## config.mk

```make
export PLATFORM = sky130hd
export DESIGN_NAME = rf_hilo
export DESIGN_NICKNAME = d
export VERILOG_FILES = /design/src/rtl/rf_hilo_pkg.sv /design/src/rtl/rf_hilo_hilo_reg.sv /design/src/rtl/rf_hilo.sv
export SDC_FILE = /design/constraint.sdc
export NUM_CORES = 2
export LEC_CHECK = 0
export ABC_AREA = 1
export ABC_CLOCK_PERIOD_IN_PS = 3200
export CORE_MARGIN = 2
export CORE_UTILIZATION = 45
export CTS_BUF_LIST = sky130_fd_sc_hd__clkbuf_4 sky130_fd_sc_hd__clkbuf_8
export DETAILED_ROUTE_END_ITERATION = 6
export HOLD_SLACK_MARGIN = 0.12
export PLACE_DENSITY = 0.68
export SLEW_MARGIN = 25
export SYNTH_ARGS = -nofsm -noshare
export SYNTH_HDL_FRONTEND = slang
export SYNTH_SLANG_ARGS = --single-unit
```

## constraint.sdc

```tcl
create_clock -name clk -period 3.2 [get_ports clk]
set_input_delay 0.48 -clock clk [delete_from_list [all_inputs] [get_ports clk]]
set_output_delay 0.48 -clock clk [all_outputs]
set_load 0.05 [all_outputs]
```

## src/rtl/rf_hilo_pkg.sv

```systemverilog
// Shared types and constants for the register file / HI-LO block.
// The write-bus struct mirrors the bit layout that the WB stage packs.
package rf_hilo_pkg;

    localparam int WB_BUS_W   = 104;
    localparam int REG_ADDR_W = 5;
    localparam int REG_W      = 32;
    localparam int NUM_REGS   = 32;

    typedef logic [REG_W-1:0]      reg_t;
    typedef logic [REG_ADDR_W-1:0] reg_addr_t;

    // MSB first: we_hi, we_lo, hi, lo, we, waddr, wdata
    typedef struct packed {
        logic      we_hi;
        logic      we_lo;
        reg_t      hi;
        reg_t      lo;
        logic      we;
        reg_addr_t waddr;
        reg_t      wdata;
    } wb_bus_t;

endpackage

```

## src/rtl/rf_hilo_hilo_reg.sv

```systemverilog
// HI and LO registers with independent enables and write-first bypass.
// The bypassed read value is exactly the next-state value, so one mux serves both.
module hilo_reg
    import rf_hilo_pkg::*;
(
    input  logic clk,
    input  logic rst_n,
    input  logic we_hi_i,
    input  logic we_lo_i,
    input  reg_t hi_i,
    input  reg_t lo_i,
    output reg_t hi_rdata_o,
    output reg_t lo_rdata_o
);

    reg_t hi_q, hi_d;
    reg_t lo_q, lo_d;

    // NOTE: every always_comb output gets a default first so no path can infer a latch.
    always_comb begin
        hi_d = hi_q;
        lo_d = lo_q;
        if (we_hi_i) hi_d = hi_i;
        if (we_lo_i) lo_d = lo_i;
    end

    // NOTE: state registers use non-blocking assignments so all flops update together.
    always_ff @(posedge clk or negedge rst_n) begin
        if (!rst_n) begin
            hi_q <= '0;
            lo_q <= '0;
        end else begin
            hi_q <= hi_d;
            lo_q <= lo_d;
        end
    end

    assign hi_rdata_o = hi_d;
    assign lo_rdata_o = lo_d;

endmodule

```

## src/rtl/rf_hilo.sv

```systemverilog
// Architectural GPR file plus HI/LO, fed by the write-back bus.
// Two combinational GPR read ports with write-first bypass and r0 hard-wired to zero.
module rf_hilo
    import rf_hilo_pkg::*;
#(
    parameter int WB_TO_RF_WD = WB_BUS_W,
    parameter int NREG        = NUM_REGS
) (
    input  logic                   clk,
    input  logic                   resetn,
    input  logic [WB_TO_RF_WD-1:0] wb_to_rf_bus,
    input  reg_addr_t              raddr1,
    output reg_t                   rdata1,
    input  reg_addr_t              raddr2,
    output reg_t                   rdata2,
    output reg_t                   hi_rdata,
    output reg_t                   lo_rdata
);

    wb_bus_t bus;
    assign bus = wb_bus_t'(wb_to_rf_bus);

    // r0 has no storage; the array starts at index 1.
    reg_t gpr_q [1:NREG-1];

    // NOTE: this array is reset because the architecture requires every GPR to read 0 after reset.
    always_ff @(posedge clk or negedge resetn) begin
        if (!resetn) begin
            for (int i = 1; i < NREG; i++) gpr_q[i] <= '0;
        end else if (bus.we && bus.waddr != '0) begin
            gpr_q[bus.waddr] <= bus.wdata;
        end
    end

    always_comb begin
        rdata1 = '0;
        if (raddr1 != '0) begin
            if (bus.we && bus.waddr == raddr1) rdata1 = bus.wdata;
            else                               rdata1 = gpr_q[raddr1];
        end
    end

    always_comb begin
        rdata2 = '0;
        if (raddr2 != '0) begin
            if (bus.we && bus.waddr == raddr2) rdata2 = bus.wdata;
            else                               rdata2 = gpr_q[raddr2];
        end
    end

    hilo_reg u_hilo_reg (
        .clk        (clk),
        .rst_n      (resetn),
        .we_hi_i    (bus.we_hi),
        .we_lo_i    (bus.we_lo),
        .hi_i       (bus.hi),
        .lo_i       (bus.lo),
        .hi_rdata_o (hi_rdata),
        .lo_rdata_o (lo_rdata)
    );

endmodule

```

==> impl_metrics.csv <==
group,metric,value,unit
global_routing,grt_max_degree,79,
placed_design,place_congestion,0.902,
synth,ys_seq_elements,1056,
job,drv_cap,0,
timing,whs,0.187,ns
worst_setup_path,cp_cell_sequence,"inv_1, nand2_1, nand3_1, nand3_1, nand2_1, nor2_1, nand2_1, nand3_1, nand2_1, inv_1, buf_12",
cells_and_area,final_util,0.535,
worst_setup_path,start_kind,"flip-flop",
synth,syn_area_per_cell,7.07,um^2
floorplan,die_area,133000,um^2
routing,met2_length,98.1,mm
routing,drcViolationCount,9,
timing,fin_crit,3.07,ns
timing,fin_crit_sh,0.959,
timing,slew_viol_final,0,
routing,routed-wl-met3,34.0,mm
worst_setup_path,endpoint_kind,"primary output",
clock_network,cts_made_buffers,186,
routing,drt_iter0_drc,8664,
routing,num_vias,60300,
cells_and_area,layout.nets,8401,
synth,synthFlopType,"dfrtp_1",
cells_and_area,final_common_cell,"nand2_1",
routing,top_layer,"met5",
placed_design,post-place-ws,0.0423,ns
timing,slew_headroom,0.365,
worst_setup_path,r2r_slack,2.40,ns
pwr,p_leak,32.9,nW
synth,ys_seq_area_frac,0.453,
floorplan,core,129000,um^2
floorplan,rows,132,
worst_setup_path,reg2reg_depth,1,
clock_network,root_buffer,"clkbuf_8",
worst_setup_path,path_class,"flip-flop to primary output",
clock_network,cts.sinks,1056,
synth,synthesis.area,58400,um^2
routing,via_per_inst,5.93,
clock_network,clk_pin_slew,0.06,ns
global_routing,grt_pass1_vias,57800,
clock_network,cts_max_path_buffers,3,
timing,fin_tns_setup,0,ns
worst_setup_path,max_stage_delay,0.35,ns
routing,wirelength,236,mm
run_status,status,"finished with violations",
floorplan,die_w,364,um
pwr,power_density,587,nW/um^2
clock_network,post-cts-setup-buffers,0,
floorplan,start_util,0.452,
worst_setup_path,reg2reg_from,"u_hilo_reg.hi_q[13]",
global_routing,antenna_found_initial,12,
routing,routedWlPerCell,23.2,um
run_status,violations,"DRC",
timing,worst_pin_slew,0.951,ns
clock_network,cts_tree,"yes",
clock_network,insertion_delay,0.92,ns
routing,first_pass_iters,7,
worst_setup_path,cp.required,2.72,ns
timing,rsz0062_at_grt,"no",
synth,synth-async-reset-ratio,1.00,
clock_network,htreeDepth,4,
timing,fin_ws,0.130,ns
worst_hold_path,holdPathEnd,"u_hilo_reg.lo_q[4]",
worst_setup_path,arrival,2.59,ns
worst_hold_path,min-delay-start,"wb_to_rf_bus[42]",
worst_hold_path,hp-class,"input pin to flip-flop",
timing,hold_violations,0,
placed_design,io_buffers,243,
timing,clock.fmax,0.326,GHz
placed_design,hpwlAfterDp,138,mm
timing,worst_clock_skew,0,ns
cells_and_area,final_cell_mix,"nand2_1, dfrtp_1, o21ai_0, nand3_1, nor2_1",
global_routing,grt_first_pass_wirelength,359,mm
worst_setup_path,path_common_cell,"nand2_1",
routing,ant_nets,0,
floorplan,io_pins,244,
pwr,vdd_drop_max,448,uV
worst_hold_path,hold-path-cell-count,2,
worst_setup_path,cp_slowest_cell,"dfrtp_1",
synth,yosysWarnings,0,
worst_setup_path,timing.rr.end,"u_hilo_reg.hi_q[13]",
synth,syn_inst,8258,
routing,wl_met1,90.7,mm
cells_and_area,layout-drive-gt1-share,0.113,
global_routing,grtUsageTotal,0.355,
worst_setup_path,worstPathMaxFanout,2,
floorplan,die_y,364,um
cells_and_area,fillers,12200,
synth,synth_cell_types,22,
timing,finalSetupViolCount,0,
cells_and_area,area_delta_synth_final,18.3,%
synth,syn-num-nets,8374,
synth,synth-edff-count,0,
global_routing,grt_overflow,0,
-- synthesized netlist by cell type, types with 64 or more instances --
cell / n / area [um^2]
nand2_1: 2397 / 9000
dfrtp_1: 1056 / 26400
o21ai_0: 1012 / 5060
nand3_1: 810 / 4050
nor2_1: 714 / 2680
inv_1: 582 / 2180
clkbuf_1: 562 / 2110
a21oi_1: 428 / 2140
o211ai_1: 321 / 2410
o21ai_1: 76 / 380
buf_2: 70 / 350
or2_2: 68 / 425
mux2_2: 64 / 721
-- timing repair --
item	CTS	global route
hold buffers	8	0
setup endpoints to repair	0	26
resized for setup	0	7
hold endpoints to repair	207	0
-- worst max-delay path, delay by kind of cell (launching register included) --
kind | cells | cell delay [ns]
buffers and inverters | 3 | 0.31
flip-flops | 1 | 0.35
AND/OR/NAND/NOR | 8 | 0.99
-- layout make-up --
cell class	count	area, um^2	share of cell area
tap	1742	2180	0.0316
sequential	1056	26400	0.383
inverter	597	2270	0.0329
antenna	6	15.0	0.000217
timing repair buffer	530	6850	0.0992
clock inverter	38	293	0.00424
multi-input combinational	5914	27300	0.396
clock buffer	296	3690	0.0535
-- metrics by stage --
stage	area, um^2	std cells	total power, mW
after floorplan	58400	8258	23.3
after global placement	64900	9831	26.6
after detailed placement	64900	9831	27.0
after CTS	69000	10200	40.5
after global routing	69100	10200	42.7
final	69100	10200	40.5
-- report_power, final --
part	internal (mW)	switching, mW
registers	15.9	1.71
logic	3.54	5.86
clock network	7.47	6.08
-- cells by family (layout without fill, tap and decap cells) --
group | count (synthesis) | count (layout) | synth area share
AND/OR/NAND/NOR | 4007 | 4007 | 0.279
AO/OA/AOI/OAI | 1843 | 1843 | 0.172
buffers and inverters | 1288 | 1461 | 0.0843
flip-flops | 1056 | 1056 | 0.453
multiplexers | 64 | 64 | 0.0123
other | 0 | 6 | 0
-- registers in the layout, summed over array words and instances (netlist names) --
register,flops
gpr_q,992
u_hilo_reg.hi_q,32
u_hilo_reg.lo_q,32
-- how the worst max path moves through the flow --
stage / slack (ns) / start / end / cells past startpoint
floorplan: 0.66 / raddr1[0] / rdata1[15] / 12
global placement: 0.05 / wb_to_rf_bus[34] / rdata1[3] / 10
detailed placement: 0.04 / wb_to_rf_bus[34] / rdata1[4] / 10
CTS: 0.03 / wb_to_rf_bus[34] / rdata1[4] / 10
global route: 0.02 / gpr_q[767] / rdata1[31] / 11
finish: 0.13 / gpr_q[767] / rdata1[31] / 11
-- per-layer routing --
layer,vias up,track usage
met2,4362,0.521
met1,28200,0.478
met3,879,0.104
met4,10,0.176
li1,26900,-
met5,-,0
(Power assumes the default switching activity.)
